### src/rtl/alu_sched_if.sv
// Bundle of requester, ALU and response signals around alu_sched.
// slave is the scheduler's view; master is the view of its surroundings.
interface alu_sched_if;
   logic        req0_valid;
   logic [2:0]  req0_op;
   logic [31:0] req0_a;
   logic [31:0] req0_b;
   logic        req0_ready;

   logic        req1_valid;
   logic [2:0]  req1_op;
   logic [31:0] req1_a;
   logic [31:0] req1_b;
   logic        req1_ready;

   logic [2:0]  alu_op;
   logic [31:0] alu_in1;
   logic [31:0] alu_in2;
   logic [31:0] alu_out;

   logic        rsp_valid;
   logic        rsp_id;
   logic [31:0] rsp_data;
   logic        rsp_err;
   logic        rsp_ready;

   modport slave (
      input  req0_valid, req0_op, req0_a, req0_b,
      output req0_ready,
      input  req1_valid, req1_op, req1_a, req1_b,
      output req1_ready,
      output alu_op, alu_in1, alu_in2,
      input  alu_out,
      output rsp_valid, rsp_id, rsp_data, rsp_err,
      input  rsp_ready
   );

   modport master (
      output req0_valid, req0_op, req0_a, req0_b,
      input  req0_ready,
      output req1_valid, req1_op, req1_a, req1_b,
      input  req1_ready,
      input  alu_op, alu_in1, alu_in2,
      output alu_out,
      input  rsp_valid, rsp_id, rsp_data, rsp_err,
      output rsp_ready
   );
endinterface

### src/rtl/alu_sched.sv
// alu_sched: round-robin scheduler sharing one combinational ALU between two requesters.
// Optional macro ALU_SCHED_OPCHECK_EN: reserved opcode 7 bypasses the ALU and returns rsp_err.
module alu_sched #(
   parameter int unsigned ISSUE_CYCLES = 1
) (
   input  logic       clk,
   input  logic       rst,
   alu_sched_if.slave bus
);
   typedef enum logic [1:0] {IDLE, ISSUE, RESP} state_t;

   state_t      state_q, state_d;
   logic        last_grant_q, last_grant_d;
   logic [3:0]  cnt_q, cnt_d;
   logic [2:0]  alu_op_q, alu_op_d;
   logic [31:0] alu_in1_q, alu_in1_d;
   logic [31:0] alu_in2_q, alu_in2_d;
   logic        rsp_valid_q, rsp_valid_d;
   logic        rsp_id_q, rsp_id_d;
   logic [31:0] rsp_data_q, rsp_data_d;
   logic        rsp_err_q, rsp_err_d;

   logic        grant;
   logic        accept;
   logic        op_rsvd;
   logic [2:0]  sel_op;
   logic [31:0] sel_a;
   logic [31:0] sel_b;

   always_comb begin
      // A tie goes to the port that did not win last time; a lone requester always wins.
      grant  = (bus.req0_valid && bus.req1_valid) ? ~last_grant_q : bus.req1_valid;
      accept = !rst && (state_q == IDLE) && (bus.req0_valid || bus.req1_valid);
      sel_op = grant ? bus.req1_op : bus.req0_op;
      sel_a  = grant ? bus.req1_a  : bus.req0_a;
      sel_b  = grant ? bus.req1_b  : bus.req0_b;
`ifdef ALU_SCHED_OPCHECK_EN
      op_rsvd = (sel_op == 3'd7);
`else
      op_rsvd = 1'b0;
`endif
   end

   assign bus.req0_ready = accept && !grant;
   assign bus.req1_ready = accept && grant;

   always_comb begin
      // NOTE: every signal gets its hold value first so no path through the case infers a latch.
      state_d      = state_q;
      last_grant_d = last_grant_q;
      cnt_d        = cnt_q;
      alu_op_d     = alu_op_q;
      alu_in1_d    = alu_in1_q;
      alu_in2_d    = alu_in2_q;
      rsp_valid_d  = rsp_valid_q;
      rsp_id_d     = rsp_id_q;
      rsp_data_d   = rsp_data_q;
      rsp_err_d    = rsp_err_q;

      case (state_q)
         IDLE: begin
            if (accept) begin
               last_grant_d = grant;
               rsp_id_d     = grant;
               rsp_err_d    = op_rsvd;
               if (op_rsvd) begin
                  rsp_data_d  = '0;
                  rsp_valid_d = 1'b1;
                  state_d     = RESP;
               end else begin
                  alu_op_d  = sel_op;
                  alu_in1_d = sel_a;
                  alu_in2_d = sel_b;
                  cnt_d     = 4'(ISSUE_CYCLES - 1);
                  state_d   = ISSUE;
               end
            end
         end
         ISSUE: begin
            if (cnt_q == 4'd0) begin
               rsp_data_d  = bus.alu_out;
               rsp_valid_d = 1'b1;
               state_d     = RESP;
            end else begin
               cnt_d = cnt_q - 4'd1;
            end
         end
         RESP: begin
            if (rsp_valid_q && bus.rsp_ready) begin
               rsp_valid_d = 1'b0;
               state_d     = IDLE;
            end
         end
         default: state_d = IDLE;
      endcase
   end

   // NOTE: non-blocking assignments in clocked blocks so every flop samples pre-edge values.
   always_ff @(posedge clk or posedge rst) begin
      if (rst) begin
         state_q      <= IDLE;
         last_grant_q <= 1'b1;
         cnt_q        <= '0;
         alu_op_q     <= '0;
         alu_in1_q    <= '0;
         alu_in2_q    <= '0;
         rsp_valid_q  <= 1'b0;
         rsp_id_q     <= 1'b0;
         rsp_data_q   <= '0;
         rsp_err_q    <= 1'b0;
      end else begin
         state_q      <= state_d;
         last_grant_q <= last_grant_d;
         cnt_q        <= cnt_d;
         alu_op_q     <= alu_op_d;
         alu_in1_q    <= alu_in1_d;
         alu_in2_q    <= alu_in2_d;
         rsp_valid_q  <= rsp_valid_d;
         rsp_id_q     <= rsp_id_d;
         rsp_data_q   <= rsp_data_d;
         rsp_err_q    <= rsp_err_d;
      end
   end

   assign bus.alu_op    = alu_op_q;
   assign bus.alu_in1   = alu_in1_q;
   assign bus.alu_in2   = alu_in2_q;
   assign bus.rsp_valid = rsp_valid_q;
   assign bus.rsp_id    = rsp_id_q;
   assign bus.rsp_data  = rsp_data_q;
   assign bus.rsp_err   = rsp_err_q;
endmodule

### src/flat_wrapper.sv
// flat-port wrapper written by rule: the top's interface ports become plain ports
module alu_sched_flat 
#(
   parameter int unsigned ISSUE_CYCLES = 1
)
  (clk, rst, bus_req0_valid, bus_req0_op, bus_req0_a, bus_req0_b, bus_req0_ready, bus_req1_valid, bus_req1_op, bus_req1_a, bus_req1_b, bus_req1_ready, bus_alu_op, bus_alu_in1, bus_alu_in2, bus_alu_out, bus_rsp_valid, bus_rsp_id, bus_rsp_data, bus_rsp_err, bus_rsp_ready);
  alu_sched_if bus_i ();
  input  logic clk;
  input  logic rst;
  input wire logic [$bits(bus_i.req0_valid)-1:0] bus_req0_valid;
  input wire logic [$bits(bus_i.req0_op)-1:0] bus_req0_op;
  input wire logic [$bits(bus_i.req0_a)-1:0] bus_req0_a;
  input wire logic [$bits(bus_i.req0_b)-1:0] bus_req0_b;
  output wire logic [$bits(bus_i.req0_ready)-1:0] bus_req0_ready;
  input wire logic [$bits(bus_i.req1_valid)-1:0] bus_req1_valid;
  input wire logic [$bits(bus_i.req1_op)-1:0] bus_req1_op;
  input wire logic [$bits(bus_i.req1_a)-1:0] bus_req1_a;
  input wire logic [$bits(bus_i.req1_b)-1:0] bus_req1_b;
  output wire logic [$bits(bus_i.req1_ready)-1:0] bus_req1_ready;
  output wire logic [$bits(bus_i.alu_op)-1:0] bus_alu_op;
  output wire logic [$bits(bus_i.alu_in1)-1:0] bus_alu_in1;
  output wire logic [$bits(bus_i.alu_in2)-1:0] bus_alu_in2;
  input wire logic [$bits(bus_i.alu_out)-1:0] bus_alu_out;
  output wire logic [$bits(bus_i.rsp_valid)-1:0] bus_rsp_valid;
  output wire logic [$bits(bus_i.rsp_id)-1:0] bus_rsp_id;
  output wire logic [$bits(bus_i.rsp_data)-1:0] bus_rsp_data;
  output wire logic [$bits(bus_i.rsp_err)-1:0] bus_rsp_err;
  input wire logic [$bits(bus_i.rsp_ready)-1:0] bus_rsp_ready;
  assign bus_i.req0_valid = bus_req0_valid;
  assign bus_i.req0_op = bus_req0_op;
  assign bus_i.req0_a = bus_req0_a;
  assign bus_i.req0_b = bus_req0_b;
  assign bus_req0_ready = bus_i.req0_ready;
  assign bus_i.req1_valid = bus_req1_valid;
  assign bus_i.req1_op = bus_req1_op;
  assign bus_i.req1_a = bus_req1_a;
  assign bus_i.req1_b = bus_req1_b;
  assign bus_req1_ready = bus_i.req1_ready;
  assign bus_alu_op = bus_i.alu_op;
  assign bus_alu_in1 = bus_i.alu_in1;
  assign bus_alu_in2 = bus_i.alu_in2;
  assign bus_i.alu_out = bus_alu_out;
  assign bus_rsp_valid = bus_i.rsp_valid;
  assign bus_rsp_id = bus_i.rsp_id;
  assign bus_rsp_data = bus_i.rsp_data;
  assign bus_rsp_err = bus_i.rsp_err;
  assign bus_i.rsp_ready = bus_rsp_ready;
  alu_sched #(.ISSUE_CYCLES(ISSUE_CYCLES)) u_core (.clk(clk), .rst(rst), .bus(bus_i));
endmodule
### config.mk
export PLATFORM = sky130hd
export DESIGN_NAME = alu_sched_flat
export DESIGN_NICKNAME = d
export VERILOG_FILES = /design/src/rtl/alu_sched_if.sv /design/src/rtl/alu_sched.sv /design/src/flat_wrapper.sv
export SDC_FILE = /design/constraint.sdc
export NUM_CORES = 1
export LEC_CHECK = 0
export ABC_AREA = 1
export CAP_MARGIN = 15
export CORE_MARGIN = 2
export CORE_UTILIZATION = 36
export CTS_CLUSTER_DIAMETER = 50
export DETAILED_ROUTE_END_ITERATION = 16
export GPL_ROUTABILITY_DRIVEN = 0
export PLACE_DENSITY = 0.78
export SYNTH_ARGS = -nofsm -noshare
export SYNTH_HDL_FRONTEND = slang
export SYNTH_SLANG_ARGS = --single-unit
### constraint.sdc
create_clock -name clk -period 5.37 [get_ports clk]
set_input_delay 1.074 -clock clk [delete_from_list [all_inputs] [get_ports clk]]
set_output_delay 1.074 -clock clk [all_outputs]
set_load 0.005 [all_outputs]
* Yosys cells after proc, flatten, opt, wreduce, memory -nomap -nowiden *
Index checks and enable logic that the tools add are counted.

cells by class
  add/sub/neg operators = 1
  eq/ne operators = 6
  muxes and demuxes = 14
  bitwise logic cells = 1
  reduce and logical (&&, ||, !) cells = 18

operator list
  kind                                                                     count
  32-bit 2-to-1 mux                                                        2
  3-bit AND reduction                                                      3
  4-bit 2-to-1 mux                                                         2
  4-bit one-hot mux with 2 select lines                                    1
  1-bit logical AND                                                        6
  2-bit 2-to-1 mux                                                         3
  2-bit by 1-bit inequality test with 1-bit output, second input constant  3
  2-bit one-hot mux with 3 select lines                                    1
  4-bit logical NOT                                                        1
  2-bit AND reduction                                                      2
  2-bit nonzero test                                                       2
  4-bit by 1-bit subtractor with 4-bit output, second input constant       1
  1-bit 2-to-1 mux                                                         3
  3-bit 2-to-1 mux                                                         1
  2-bit by 1-bit == test with 1-bit output, second input constant          1
  2-bit == test, second input constant                                     1
  1-bit logical NOT                                                        2
  2-bit logical NOT                                                        1
  2-bit inequality test, second input constant                             1
  1-bit one-hot mux with 2 select lines                                    1
  1-bit logical OR                                                         1
  1-bit NOT                                                                1

word-level totals
  register bits = 108
  bits of input ports = 171
  output and inout port bits = 104
  logic and storage cells = 49

* Longest topological paths before layout *
  word-level depth = 5
  gate-level depth with buffers = 9
  gate-level depth less buffers = 8

* Worst setup path after synthesis *
OpenSTA, ideal clock, no wires.

  path type = input to output
  from = input rst
  to = output bus_req1_ready
  arrival = 4.263 ns
  data required time = 4.296 ns
  slack = 0.033 ns
  cell stages on the path = 6
  buffers on the path = 1
  cells stage by stage = inv_1 -> nand3_2 -> inv_2 -> buf_4 -> nand2_1 -> inv_1

on the way
  longest elaborated chain between the ends = 4

ends and longest elaborated chain
  element                          line                text
  start: declaration               flat_wrapper.sv:9   input logic rst;
  1-bit logical NOT                alu_sched.sv:33     accept = !rst && (state_q == IDLE) && (bus.req0_valid || bus.req1_valid);
  1-bit logical AND (2 in series)  alu_sched.sv:33
  1-bit logical AND                alu_sched.sv:45     assign bus.req1_ready = accept && grant;
  end: declaration                 flat_wrapper.sv:19  output wire logic [$bits(bus_i.req1_ready)-1:0] bus_req1_ready;

No other way between the ends.

* Worst setup path after layout *
Ends and elaborated chain as after synthesis.

==> key figures <==
Run status
  • Status: complete, no violations

Power and ir drop
  • Clk network pwr share: 0.166
  • Static Leak: 4.26 nW
  • P_sw: 1.21 mW
  • VDD IR max: 0.000283 V
  • Flop pwr share: 0.376
  • Power after layout: 3.65 mW
  • Comb pwr share: 0.459
  • Internal Pwr Total: 2.44 mW
  • Switching part of the total power: 0.332
  • P per Cell Area: 443 nW/um2

Global route
  • Gr ovfl total: 0
  • Largest net degree at the start of global routing: 69
  • Initial antenna violation count: 0
  • Vias in the first global route: 4819
  • Wire length of the first global-routing pass: 22.8 mm
  • Global-route usage over all layers: 0.191

Clocking
  • Sink Count: 108
  • CTS Buffer Depth: 2
  • CTS Buf Count: 9
  • Post-CTS sizing: 0
  • Post-CTS repair timing setup buffer count: 0
  • Clock root buffer: clkbuf_16
  • Cts hold-fix bufs: 0
  • Worst-Skew Late Latency: 0.34 ns
  • H-Tree Depth: 3
  • CTS tree: built
  • Clk pin slew, worst setup/hold paths: 0.07 ns

Timing
  • Unrepaired setup endpoints after global routing: false
  • Final setup viols: 0
  • Final Max Slew Viols: 0
  • Slew margin rel.: 0.458
  • Slew @ Worst Pin: 0.813 ns
  • Skew final: 0.00635 ns
  • Setup TNS: 0 ns
  • Highest clock rate: 243 MHz
  • Tcrit/Tclk final: 0.766
  • Tmin final: 4.12 ns
  • Final hold slack: 0.477 ns
  • Final Hold Fails: 0

Die
  • # rows: 43
  • Initial Util: 0.369
  • Die H: 124 um
  • # IOs: 275
  • Chip width: 124 um
  • Core Footprint: 13900 um2
  • Die area: 15300 um2

Final layout
  • Total Nets Final: 1142
  • # diodes: 0
  • Layout cells sized above 1: 0.0309
  • Fillcell total: 1273
  • Area delta synth->final: 60.4%

Logic synthesis
  • Synth Area per Inst: 7.23 um2
  • Library cells used by synthesis: 20
  • Synth Warn #: 0
  • Mapped cell area: 5140 um2
  • Yosys top cell area share: 0.521
  • Largest area contributor in the synthesized netlist: dfrtp_1
  • Seq/Total Area, Yosys: 0.526
  • Syn nets: 887
  • Post-Syn Instances: 711
  • Synth area leaders: dfrtp_1, nand2_1, o21ai_0, inv_1, buf_2
  • #FFs+latches synth: 108

Placed design
  • Post-DP HPWL: 10.8 mm
  • IO buf count: 273

Route
  • Routed len/inst: 12.8 um
  • Antenna Nets Post-Route: 0
  • Avg Vias per Cell: 4.37
  • 1st-iter DRT viols: 193
  • Via Count: 5032
  • Overall routed net length: 14.8 mm
  • DR pass1 iterations: 4
  • DRC violations left: 0

Critical path
  • Critical path peak fanout: 45
  • FF-to-FF path depth: 7
  • CP cell instances: clkdlybuf4s50_1 -> inv_4 -> nand3_2 -> inv_2 -> nand2_1 -> inv_1 -> clkdlybuf4s50_1
  • Worst Setup Path Type: in2out
  • Crit path top cell by count: clkdlybuf4s50_1
  • Critical Path RT: 4.30 ns
  • R2R Setup Slk: 3.45 ns
  • Critical R2R Capture: u_core.bus.alu_in1[26]
  • Setup crit end kind: output pin
  • Startpoint type of the worst setup path: input pin
  • Worst R2R Start: u_core.state_q[0]
  • Largest stage delay on the critical path: 0.49 ns
  • CP arrival: 3.04 ns
  • CP max stage cell: clkdlybuf4s50_1

Job
  • Max Cap Viol: 0

Worst hold path
  • Worst Hold Path EP: u_core.bus.alu_op[1]
  • Hold path start: u_core.bus.alu_op[1]
  • Worst hold path class: reg2reg
  • Hold Path Depth: 2
power by group through the flow:
stage / combinational [mW] / sequential (mW) / clock [mW]
detailed placement: 1.69 / 1.38 / 0
CTS: 1.70 / 1.38 / 0.628
global route: 1.87 / 1.41 / 0.655
floorplan: 0.631 / 1.41 / 0
global placement: 1.66 / 1.37 / 0
finish: 1.68 / 1.37 / 0.606
cell type report:
| type | count | area [um2] | area share |
|---|---|---|---|
| well taps | 180 | 225 | 0.0273 |
| clock buffers | 10 | 229 | 0.0277 |
| repair buffers | 280 | 2800 | 0.339 |
| clock inverters | 6 | 38.8 | 0.00470 |
| flip-flops and latches | 108 | 2700 | 0.328 |
| multi-input cells | 522 | 2090 | 0.253 |
| inverters | 45 | 171 | 0.0208 |
sequential cells by signal (all words and copies together), names as in the netlist:
signal                cells
u_core.bus.rsp_data      32
u_core.bus.alu_in1       32
u_core.bus.rsp_id         1
u_core.bus.alu_op         3
u_core.state_q            2
u_core.cnt_q              4
u_core.bus.rsp_valid      1
u_core.bus.alu_in2       32
u_core.last_grant_q       1
through the flow:
step	utilization	worst slack [ns]	cell area, um2	std cells
after global placement	0.572	1.20	7970	1134
after global routing	0.592	1.02	8250	1151
final	0.592	1.25	8250	1151
after floorplan	-	0.0332	5140	711
after CTS	0.591	1.19	8230	1150
after detailed placement	0.572	1.19	7970	1134
synthesized netlist by cell type:
cell type  count
buf_1          1
buf_2         15
buf_4          8
buf_6          1
clkbuf_1      11
conb_1         1
dfrtp_1      107
dfstp_2        1
ha_1           5
inv_1         42
inv_2          3
nand2_1      466
nand3_1        7
nand3_2        1
nand3b_1       2
nand4_1        2
nor2_1         4
o21ai_0       32
o21bai_1       1
xor2_1         1
cell usage in the layout, fill, tap and decap left out:
master           netlist  layout
inv_1                 42      41
o21bai_1               1       1
dfrtp_1              107     107
nand2_1              466     465
clkinvlp_4             0       2
nand3b_1               2       2
nand3_2                1       2
nand4_1                2       2
inv_4                  0       1
buf_4                  8       6
clkbuf_1              11       1
inv_2                  3       3
xor2_1                 1       1
clkdlybuf4s50_1        0     273
nor2_1                 4       4
inv_6                  0       1
dfstp_2                1       1
ha_1                   5       5
clkbuf_16              0       9
nand2_2                0       1
o21ai_0               32      32
buf_12                 0       1
nand3_1                7       6
clkinv_2               0       3
conb_1                 1       1
worst max-delay path, delay by kind of cell:
kind          cells  cell delay, ns
simple gates      2            0.38
buf+inv           5            1.58
cell families after synthesis:
group	after synthesis	share of synthesized area
fa+ha+maj	5	0.0122
buf+inv	81	0.0701
compound gates	33	0.0326
flops	108	0.526
simple gates	482	0.357
xor+xnor	1	0.00170
other cells	1	0.000729
layer usage:
layer / routed length, um / track usage
met1: 6010 / 0.222
met2: 7170 / 0.331
met3: 1250 / 0.0535
met4: 352 / 0.0774
met5: 0 / 0
worst max path at each step:
stage / startpoint / end / slack [ns] / depth (start not counted)
6_report: rst / bus_req1_ready / 1.25 / 7
3_3_place_gp: rst / bus_req1_ready / 1.20 / 7
4_1_cts: rst / bus_req1_ready / 1.19 / 7
2_1_floorplan: rst / bus_req1_ready / 0.03 / 6
3_5_place_dp: rst / bus_req1_ready / 1.19 / 7
5_1_grt: rst / bus_req1_ready / 1.02 / 7
Note: power is estimated with default switching activity, not from simulation.
